===== src/rtl/vp_recovery_pkg.sv =====
// Shared types and constants for the load-value-prediction recovery controller.
package vp_recovery_pkg;

  localparam int unsigned ADDR_WIDTH     = 32;
  localparam int unsigned DATA_WIDTH     = 32;
  localparam int unsigned REG_ADDR_WIDTH = 5;
  localparam int unsigned STAT_WIDTH     = 32;

  localparam logic [ADDR_WIDTH-1:0] REDIRECT_OFFSET = ADDR_WIDTH'(4);

  typedef enum logic [2:0] {
    IDLE,
    SPEC,
    FLUSH,
    ROLLBACK,
    REDIRECT,
    HS,
    RELEASE
  } vp_rec_state_t;

  typedef struct packed {
    logic [REG_ADDR_WIDTH-1:0] rd;
    logic [DATA_WIDTH-1:0]     data;
  } undo_entry_t;

endpackage


===== src/rtl/vp_undo_stack.sv =====
// LIFO undo log of {register, overwritten value}; clear beats pop beats push.
module vp_undo_stack
  import vp_recovery_pkg::*;
#(
  parameter int unsigned DEPTH = 8
) (
  input  logic                    clk,
  input  logic                    rst,
  input  logic                    clear,
  input  logic                    push,
  input  logic                    pop,
  input  undo_entry_t             push_entry,
  output undo_entry_t             top_c,
  output logic                    full_c,
  output logic                    empty_c,
  output logic [$clog2(DEPTH):0]  count
);

  localparam int unsigned PW = $clog2(DEPTH);
  localparam int unsigned CW = PW + 1;

  undo_entry_t   mem_q [DEPTH];
  logic [CW-1:0] count_q, count_d;
  logic [PW-1:0] top_idx;
  logic          do_push;

  assign full_c  = (count_q == CW'(DEPTH));
  assign empty_c = (count_q == '0);
  assign do_push = push && !full_c && !pop && !clear;
  assign top_idx = PW'(count_q - CW'(1));
  assign top_c   = mem_q[top_idx];
  assign count   = count_q;

  always_comb begin
    count_d = count_q;
    if (clear)               count_d = '0;
    else if (pop && !empty_c) count_d = count_q - CW'(1);
    else if (do_push)        count_d = count_q + CW'(1);
  end

  always_ff @(posedge clk) begin
    if (rst) count_q <= '0;
    else     count_q <= count_d;
  end

  // Storage needs no reset: entries above the count are never read.
  always_ff @(posedge clk) begin
    if (do_push) mem_q[PW'(count_q)] <= push_entry;
  end

endmodule


===== src/rtl/vp_recovery_ctrl.sv =====
// Value-prediction misprediction recovery: undo-log, rollback, redirect, handshake.
// Define VP_RECOVERY_STATS_EN to build the recovery/commit event counters.
module vp_recovery_ctrl
  import vp_recovery_pkg::*;
#(
  parameter int unsigned LOG_DEPTH = 8
) (
  input  logic                      clk,
  input  logic                      rst_n,
  input  logic                      spec_start,
  input  logic [ADDR_WIDTH-1:0]     spec_pc,
  input  logic                      vp_done,
  input  logic                      en_recover,
  input  logic                      recovery_done_ack,
  input  logic                      rf_wr_valid,
  input  logic [REG_ADDR_WIDTH-1:0] rf_wr_addr,
  input  logic [DATA_WIDTH-1:0]     rf_old_data,
  output logic                      flush,
  output logic                      rb_wr_valid,
  output logic [REG_ADDR_WIDTH-1:0] rb_wr_addr,
  output logic [DATA_WIDTH-1:0]     rb_wr_data,
  output logic                      redirect_valid,
  output logic [ADDR_WIDTH-1:0]     redirect_pc,
  output logic                      recovery_done,
  output logic                      out_lock_off,
  output logic                      spec_stall,
  output logic [STAT_WIDTH-1:0]     stat_recoveries,
  output logic [STAT_WIDTH-1:0]     stat_commits
);

  localparam int unsigned CW = $clog2(LOG_DEPTH) + 1;

  vp_rec_state_t             state_q, state_d;
  logic [ADDR_WIDTH-1:0]     pc_q, pc_d;
  logic                      flush_q, flush_d;
  logic                      rb_valid_q, rb_valid_d;
  logic [REG_ADDR_WIDTH-1:0] rb_addr_q, rb_addr_d;
  logic [DATA_WIDTH-1:0]     rb_data_q, rb_data_d;
  logic                      redir_valid_q, redir_valid_d;
  logic [ADDR_WIDTH-1:0]     redir_pc_q, redir_pc_d;
  logic                      done_q, done_d;
  logic                      lock_off_q, lock_off_d;

  logic                      clear_c, push_c, pop_c, full_c, empty_c;
  logic [CW-1:0]             log_count;
  undo_entry_t               push_entry_c, top_c;

  assign push_entry_c = '{rd: rf_wr_addr, data: rf_old_data};

  vp_undo_stack #(.DEPTH(LOG_DEPTH)) u_log (
    .clk        (clk),
    .rst        (rst_n),
    .clear      (clear_c),
    .push       (push_c),
    .pop        (pop_c),
    .push_entry (push_entry_c),
    .top_c      (top_c),
    .full_c     (full_c),
    .empty_c    (empty_c),
    .count      (log_count)
  );

  // Outputs are registered decodes of the next state, so each appears in the state's own cycle.
  always_comb begin
    state_d       = state_q;
    pc_d          = pc_q;
    clear_c       = 1'b0;
    push_c        = 1'b0;
    pop_c         = 1'b0;

    case (state_q)
      IDLE: begin
        if (spec_start) begin
          pc_d    = spec_pc;
          clear_c = 1'b1;
          state_d = SPEC;
        end
      end
      SPEC: begin
        push_c = rf_wr_valid && (rf_wr_addr != '0) && !full_c;
        if (en_recover) begin
          state_d = FLUSH;
        end else if (vp_done) begin
          clear_c = 1'b1;
          state_d = IDLE;
        end
      end
      FLUSH, ROLLBACK: begin
        if (empty_c) begin
          state_d = REDIRECT;
        end else begin
          pop_c   = 1'b1;
          state_d = ROLLBACK;
        end
      end
      REDIRECT: state_d = HS;
      HS:       if (recovery_done_ack) state_d = RELEASE;
      RELEASE:  state_d = IDLE;
      default:  state_d = IDLE;
    endcase

    flush_d       = (state_d == FLUSH);
    rb_valid_d    = pop_c;
    rb_addr_d     = pop_c ? top_c.rd : '0;
    rb_data_d     = pop_c ? top_c.data : '0;
    redir_valid_d = (state_d == REDIRECT);
    redir_pc_d    = (state_d == REDIRECT) ? pc_q + REDIRECT_OFFSET : '0;
    done_d        = (state_d == HS);
    lock_off_d    = (state_d == RELEASE);
  end

  always_ff @(posedge clk) begin
    if (rst_n) begin
      state_q       <= IDLE;
      pc_q          <= '0;
      flush_q       <= 1'b0;
      rb_valid_q    <= 1'b0;
      rb_addr_q     <= '0;
      rb_data_q     <= '0;
      redir_valid_q <= 1'b0;
      redir_pc_q    <= '0;
      done_q        <= 1'b0;
      lock_off_q    <= 1'b0;
    end else begin
      state_q       <= state_d;
      pc_q          <= pc_d;
      flush_q       <= flush_d;
      rb_valid_q    <= rb_valid_d;
      rb_addr_q     <= rb_addr_d;
      rb_data_q     <= rb_data_d;
      redir_valid_q <= redir_valid_d;
      redir_pc_q    <= redir_pc_d;
      done_q        <= done_d;
      lock_off_q    <= lock_off_d;
    end
  end

  assign flush          = flush_q;
  assign rb_wr_valid    = rb_valid_q;
  assign rb_wr_addr     = rb_addr_q;
  assign rb_wr_data     = rb_data_q;
  assign redirect_valid = redir_valid_q;
  assign redirect_pc    = redir_pc_q;
  assign recovery_done  = done_q;
  assign out_lock_off   = lock_off_q;
  assign spec_stall     = (state_q == SPEC) && (log_count == CW'(LOG_DEPTH));

`ifdef VP_RECOVERY_STATS_EN
  logic [STAT_WIDTH-1:0] rec_q, rec_d, com_q, com_d;

  always_comb begin
    rec_d = rec_q + STAT_WIDTH'(state_q == REDIRECT);
    com_d = com_q + STAT_WIDTH'((state_q == SPEC) && vp_done && !en_recover);
  end

  always_ff @(posedge clk) begin
    if (rst_n) begin
      rec_q <= '0;
      com_q <= '0;
    end else begin
      rec_q <= rec_d;
      com_q <= com_d;
    end
  end

  assign stat_recoveries = rec_q;
  assign stat_commits    = com_q;
`else
  assign stat_recoveries = '0;
  assign stat_commits    = '0;
`endif

endmodule


===== config.mk =====
export PLATFORM = sky130hd
export DESIGN_NAME = vp_recovery_ctrl
export DESIGN_NICKNAME = d
export VERILOG_FILES = /design/src/rtl/vp_recovery_pkg.sv /design/src/rtl/vp_undo_stack.sv /design/src/rtl/vp_recovery_ctrl.sv
export SDC_FILE = /design/constraint.sdc
export NUM_CORES = 1
export LEC_CHECK = 0
export CAP_MARGIN = 15
export CORE_ASPECT_RATIO = 0.75
export CORE_MARGIN = 4
export CORE_UTILIZATION = 25
export CTS_CLUSTER_SIZE = 10
export DETAILED_ROUTE_END_ITERATION = 10
export GPL_TIMING_DRIVEN = 0
export PLACE_DENSITY = 0.54
export SYNTH_ARGS = -nofsm -noshare
export SYNTH_HDL_FRONTEND = slang
export SYNTH_SLANG_ARGS = --single-unit

===== constraint.sdc =====
create_clock -name clk -period 17 [get_ports clk]
set_input_delay 1.7 -clock clk [delete_from_list [all_inputs] [get_ports clk]]
set_output_delay 1.7 -clock clk [all_outputs]
set_load 0.01 [all_outputs]

## Word level (Yosys, flattened, before mapping)

Memories as Yosys holds them, arrays and structs flattened. A register that Yosys moved wholly into a read port is not among the register bits.
Index checks and enable logic that the tools add are counted.

| word-level totals | value |
|---|---|
| register bits | 76 |
| bits in writable memories | 296 |
| output and inout bits | 139 |
| word-level logic and storage cells | 62 |
| memories | 1 |

Memories:

| memory | words | bits a word | rd ports | clocked after Yosys merged registers in | write ports | RTL line | source |
|---|---|---|---|---|---|---|---|
| u_log.mem_q | 8 | 37 | 1 | 1 | 1 | vp_undo_stack.sv:22 | `undo_entry_t mem_q [DEPTH];` |

| operators by class | value |
|---|---|
| add/subtract/negate cells | 3 |
| equality and inequality tests | 10 |
| multiplexer cells | 17 |
| bitwise logic cells | 2 |
| reductions and logical operators | 20 |

Operators with widths:

| cell | count |
|---|---|
| $add 32x3->32 const B | 1 |
| $eq 3x3->1 const B | 5 |
| $mux 3 | 5 |
| $pmux 3 s5 | 1 |
| $eq 3x2->1 const B | 3 |
| $mux 1 | 8 |
| $mux 4 | 2 |
| $reduce_or 2->1 | 4 |
| $logic_and 1x1->1 | 7 |
| $reduce_bool 5->1 | 1 |
| $add 4x1->4 const B | 1 |
| $eq 4x4->1 const B | 1 |
| $logic_not 1->1 | 4 |
| $logic_not 4->1 | 1 |
| $sub 4x1->4 const B | 1 |
| $eq 3x1->1 const B | 1 |
| $logic_not 3->1 | 1 |
| $not 1->1 | 2 |
| $pmux 1 s2 | 1 |
| $reduce_and 2->1 | 1 |
| $reduce_bool 2->1 | 1 |

## Depth between registers and ports, before layout

| logic depth | value |
|---|---|
| depth after elaboration | 9 |
| gate-level depth with buffers | 10 |
| gate-level depth less buffers | 8 |

## Cells and area by module

A second synthesis with hierarchy kept.

| second synthesis, totals | value |
|---|---|
| cell total of the unflattened synthesis | 967 |
| area total of the unflattened synthesis | 15861.5 sq um |

By module, submodules not included:

| module | instances | cells each | area an instance (sq um) | seq. area each (sq um) |
|---|---|---|---|---|
| vp_undo_stack | 1 | 480 | 11492.3 | 8968.6 |
| vp_recovery_ctrl | 1 | 487 | 4369.2 | 2182.1 |

## Worst setup path after synthesis

No wires, ideal clock.

| timing path | value |
|---|---|
| path type | input-to-reg |
| start point | input port rf_wr_addr[1] |
| end point | memory u_log.mem_q[1][0] (netlist name), enable pin |
| library setup time | 0.524 ns |
| arrival | 5.878 ns |
| required time | 16.476 ns |
| path slack | 10.598 ns |
| stages | 4 |
| cells stage by stage | nor3_1 -> a21oi_1 -> nand2_1 -> nor4_1 |

| on the way | value |
|---|---|
| cells in the longest elaborated chain, start to end | 9 |

RTL lines:

| item | RTL line | source |
|---|---|---|
| start: declaration | vp_recovery_ctrl.sv:16 | `input logic [REG_ADDR_WIDTH-1:0] rf_wr_addr,` |
| $reduce_bool 5->1 | vp_recovery_ctrl.sv:80 | `push_c = rf_wr_valid && (rf_wr_addr != '0) && !full_c;` |
| $logic_and 1x1->1 (2 in series) | vp_recovery_ctrl.sv:80 |  |
| $mux 1 | vp_recovery_ctrl.sv:71 | `case (state_q)` |
| $logic_and 1x1->1 (3 in series) | vp_undo_stack.sv:29 | `assign do_push = push && !full_c && !pop && !clear;` |
| $mux 1 | vp_undo_stack.sv:48 | `if (do_push) mem_q[PW'(count_q)] <= push_entry;` |
| $mux 1 (not written as such) | vp_undo_stack.sv:48 |  |
| end: declaration | vp_undo_stack.sv:22 |  |

Every way passes these cells.

## Worst setup path after layout

| timing path | value |
|---|---|
| start point | register u_log.count_q[0] (netlist: u_log.count[0]) |
| end point | output port spec_stall |

| on the way | value |
|---|---|
| cells in the longest elaborated chain, start to end | 2 |

RTL lines:

| item | RTL line | source |
|---|---|---|
| start: declaration | vp_undo_stack.sv:23 | `logic [CW-1:0] count_q, count_d;` |
| start signal: assignment | vp_undo_stack.sv:43 | `else count_q <= count_d;` |
| $eq 4x4->1 | vp_recovery_ctrl.sv:146 | `assign spec_stall = (state_q == SPEC) && (log_count == CW'(LOG_DEPTH));` |
| $logic_and 1x1->1 | vp_recovery_ctrl.sv:146 |  |
| end: declaration | vp_recovery_ctrl.sv:26 | `output logic spec_stall,` |

Every way passes these cells.

==> run summary <==
## Hold path
* Hold Path End: redirect_pc[0]
* hold-critical path depth: 2
* worst min-delay path startpoint: pc_q[0]
* worst hold path type: flip-flop to flip-flop

## Synth
* Syn Area/Cell: 15.7 µm²
* Post-synth EDFFs: 296
* number of library cell types mapped by synthesis: 49
* number of synthesized register bits: 409
* share of synthesized flip-flops with an asynchronous set or reset: 0%
* summed instance area of the synthesized netlist: 15800 µm²
* synth warn: 0
* most frequently used flop master after synthesis: sky130_fd_sc_hd__edfxtp_1
* cell count after synthesis: 1006
* register area share after synthesis: 70.5%

## Floorplanning
* placeable core region: 62300 µm²
* Die Span X: 298 µm
* # rows: 79
* full die area: 67400 µm²
* Top Ports: 215
* Initial Util: 25.4%
* Die Span Y: 226 µm

## Worst setup path
* worst r2r path cells: 11
* critical path fanouts, max: 10
* category of the critical setup timing path: flip-flop to output pin
* r2r setup slk: 12.36 ns
* CP startpoint kind: flip-flop
* arrival time at the worst endpoint: 3.41 ns
* category of the worst setup path capture point: output pin
* Reg2Reg Launch Point: u_log.count[0]
* required time at the endpoint of the critical path: 15.30 ns
* endpoint of the worst-slack reg-to-reg timing path: u_log.mem_q[2][26]

## STA
* pin slew with the least headroom to its limit: 1.11 ns
* Max Clock Skew: 0.0136 ns
* max frequency: 0.196 GHz
* Final Max Tran Viols: 0
* clock period minus final worst setup slack: 5.11 ns
* summed negative setup slack over all endpoints: 0 ns
* period utilization: 30.1%
* worst slew margin relative to its limit: 25.4%
* setup repair after global routing missed its margin: no
* final setup fails: 0
* Hold Fails Final Rpt: 0

## Clock tree
* CTS H-tree depth: 2
* TritonCTS clock tree: done
* number of hold buffers added after cts: 0
* root buffer selected by CTS: sky130_fd_sc_hd__clkbuf_16
* number of clock buffers inserted by TritonCTS: 48
* total of cells resized after clock tree synthesis: 0
* clock sink count: 409
* buffer levels on the longest clock path: 3
* insertion delay of the later-clocked pin in the worst-skew pair: 0.58 ns
* Setup Fix Bufs, Post-CTS: 0
* clock slew at the register clock pins of the worst setup and hold paths: 0.06 ns

## GRT
* global-route total usage across every layer: 11.4%
* via count of the first global-routing pass: 9464
* total congestion overflow after global routing: 0
* pin count of the biggest net entering global routing: 25
* global-route wire length before repair: 58.3 mm
* antenna violations before repair: 3

## Drt
* First DRT Iteration DRCs: 567
* total wire length after detailed routing: 39.3 mm
* number of nets with antenna violations after detailed routing: 0
* TritonRoute pass-1 iters: 5
* Avg WL per Cell: 18.2 µm
* detail-routed via count per cell: 4.28
* number of vias after detailed routing: 9265
* DRC violations left: 0

## Run status
* outcome: finished clean

## Power
* pwr/cell area: 107 nW/µm²
* largest vdd supply drop: 57.3 µV
* Leakage: 6.81 nW

## Placed design
* HPWL after detailed placement: 27.8 mm
* final weighted congestion in routability-driven placement: 0.768
* # port buffers: 149

## Job
* max_cap viols: 0

## Cells and area
* synthesis-to-finish area growth: 29.6%
* final core utilization: 32.9%
* layout cell share with drive strength beyond 1: 22.1%
* number of nets in the layout: 1396

-- worst max-delay path, stage by stage, from the launching register on --
cell and delay, ns:
sky130_fd_sc_hd__dfxtp_1 0.33, sky130_fd_sc_hd__clkbuf_1 0.50, sky130_fd_sc_hd__clkbuf_1 0.60, sky130_fd_sc_hd__inv_1 0.31, sky130_fd_sc_hd__ha_1 0.38, sky130_fd_sc_hd__nand3b_1 0.14, sky130_fd_sc_hd__nor2_1 0.05, sky130_fd_sc_hd__clkdlybuf4s50_1 0.53
-- power by group --
| group | internal (W) | total, W | switching, W |
|---|---|---|---|
| sequential | 0.00108 | 0.00109 | 0.0000103 |
| combinational | 0.0000625 | 0.000140 | 0.0000778 |
| clock | 0.000567 | 0.000958 | 0.000391 |
| total | 0.00171 | 0.00219 | 0.000479 |
-- state kept, by name, indices dropped and copies added (netlist names) --
| signal | flops |
|---|---|
| state_q | 3 |
| u_log.count | 4 |
| redirect_pc | 32 |
| redirect_valid | 1 |
| flush | 1 |
| rb_wr_valid | 1 |
| out_lock_off | 1 |
| rb_wr_addr | 5 |
| recovery_done | 1 |
| pc_q | 32 |
| rb_wr_data | 32 |
| u_log.mem_q | 296 |
-- cell type report --
type,count,area [µm²]
Clock buffer,83,1390
Clock inverter,4,81.3
Sequential cell,409,11200
Inverter,12,45.0
Buffer,119,724
Fill cell,6116,41800
Timing Repair Buffer,198,1920
Antenna cell,1,2.50
Tap cell,810,1010
Multi-Input combinational cell,529,4170
-- Yosys cell counts, types with 2 or more instances --
cell	count	area (µm²)
sky130_fd_sc_hd__edfxtp_1	296	8890
sky130_fd_sc_hd__nand2_1	156	586
sky130_fd_sc_hd__dfxtp_1	113	2260
sky130_fd_sc_hd__a21oi_1	74	370
sky130_fd_sc_hd__mux4_2	74	1670
sky130_fd_sc_hd__buf_4	64	480
sky130_fd_sc_hd__clkbuf_1	39	146
sky130_fd_sc_hd__nor3_2	15	150
sky130_fd_sc_hd__a211oi_2	14	175
sky130_fd_sc_hd__buf_2	12	60.1
sky130_fd_sc_hd__inv_1	12	45.0
sky130_fd_sc_hd__nand3_1	11	55.1
sky130_fd_sc_hd__nand4_1	11	68.8
sky130_fd_sc_hd__or4_1	11	82.6
sky130_fd_sc_hd__o31ai_1	10	75.1
sky130_fd_sc_hd__xor2_1	10	87.6
sky130_fd_sc_hd__or3_1	8	50.1
sky130_fd_sc_hd__nor2_1	7	26.3
sky130_fd_sc_hd__o21ai_0	7	35.0
sky130_fd_sc_hd__nor3_1	6	30.0
sky130_fd_sc_hd__and3_1	5	31.3
sky130_fd_sc_hd__and4_1	5	43.8
sky130_fd_sc_hd__nor4_1	5	31.3
sky130_fd_sc_hd__nand2b_1	4	25.0
sky130_fd_sc_hd__a211oi_1	3	22.5
sky130_fd_sc_hd__buf_6	3	33.8
sky130_fd_sc_hd__ha_1	3	37.5
sky130_fd_sc_hd__mux2i_1	3	30.0
sky130_fd_sc_hd__xnor2_1	3	26.3
sky130_fd_sc_hd__a32oi_1	2	17.5
sky130_fd_sc_hd__or3b_2	2	17.5
-- metal layers --
layer / track usage, % / vias up / part of all wire (%)
met1: 15.4 / 4646 / 45
met4: 3.20 / 2 / 1.9
li1: - / 4322 / -
met3: 2.38 / 54 / 5.4
met2: 18.8 / 241 / 48
met5: 0 / - / 0.033
-- cells in the final DEF (no fill, tap or decap), types with 4 or more instances in the layout --
cell                              instances
sky130_fd_sc_hd__edfxtp_1               296
sky130_fd_sc_hd__nand2_1                156
sky130_fd_sc_hd__clkdlybuf4s50_1        149
sky130_fd_sc_hd__dfxtp_1                113
sky130_fd_sc_hd__buf_4                   98
sky130_fd_sc_hd__a21oi_1                 74
sky130_fd_sc_hd__mux4_2                  74
sky130_fd_sc_hd__clkbuf_1                71
sky130_fd_sc_hd__conb_1                  64
sky130_fd_sc_hd__clkbuf_16               50
sky130_fd_sc_hd__nor3_2                  17
sky130_fd_sc_hd__buf_2                   14
sky130_fd_sc_hd__buf_6                   14
sky130_fd_sc_hd__a211oi_2                14
sky130_fd_sc_hd__inv_1                   12
sky130_fd_sc_hd__or4_1                   11
sky130_fd_sc_hd__nand4_1                 11
sky130_fd_sc_hd__nand3_1                 11
sky130_fd_sc_hd__xor2_1                  10
sky130_fd_sc_hd__o31ai_1                 10
sky130_fd_sc_hd__or3_1                    8
sky130_fd_sc_hd__nor2_1                   7
sky130_fd_sc_hd__o21ai_0                  7
sky130_fd_sc_hd__nor4_2                   5
sky130_fd_sc_hd__and4_1                   5
sky130_fd_sc_hd__nor3_1                   4
sky130_fd_sc_hd__nand2b_1                 4
sky130_fd_sc_hd__and3_1                   4
-- worst max path at each step --
stage	start	endpoint	slack, ns	cells past startpoint
5_1_grt	u_log.count[0]	spec_stall	11.60	7
2_1_floorplan	rf_wr_addr[1]	u_log.mem_q[1][0]	10.60	4
3_5_place_dp	rf_wr_addr[3]	u_log.mem_q[2][26]	11.80	7
4_1_cts	u_log.count[0]	spec_stall	11.73	7
6_report	u_log.count[0]	spec_stall	11.89	7
3_3_place_gp	rf_wr_addr[3]	u_log.mem_q[4][16]	5.16	5
-- logic make-up after synthesis --
logic type	after synthesis	share of synthesized area, %
flip-flops	409	70.5
adder cells (fa/ha/maj)	3	0.237
XOR/XNOR	13	0.720
AO/OA/AOI/OAI	118	4.84
other	1	0.0237
buffers and inverters	131	4.87
AND/OR/NAND/NOR	254	8.03
multiplexers	77	10.7
-- stage by stage --
| stage | instances | hold slack, ns | instance area, µm² | setup slack (ns) | total power [W] |
|---|---|---|---|---|---|
| floorplan | 1069 | 0.427 | 16000 | 10.60 | 0.00120 |
| global placement | 2028 | 0.446 | 18500 | 5.16 | 0.00125 |
| detailed placement | 2076 | 0.455 | 19000 | 11.80 | 0.00125 |
| CTS | 2163 | 0.463 | 20500 | 11.73 | 0.00222 |
| global route | 2164 | 0.486 | 20500 | 11.60 | 0.00228 |
| finish | 2165 | 0.462 | 20500 | 11.89 | 0.00219 |
No activity file was read; power rests on OpenSTA's default activity.
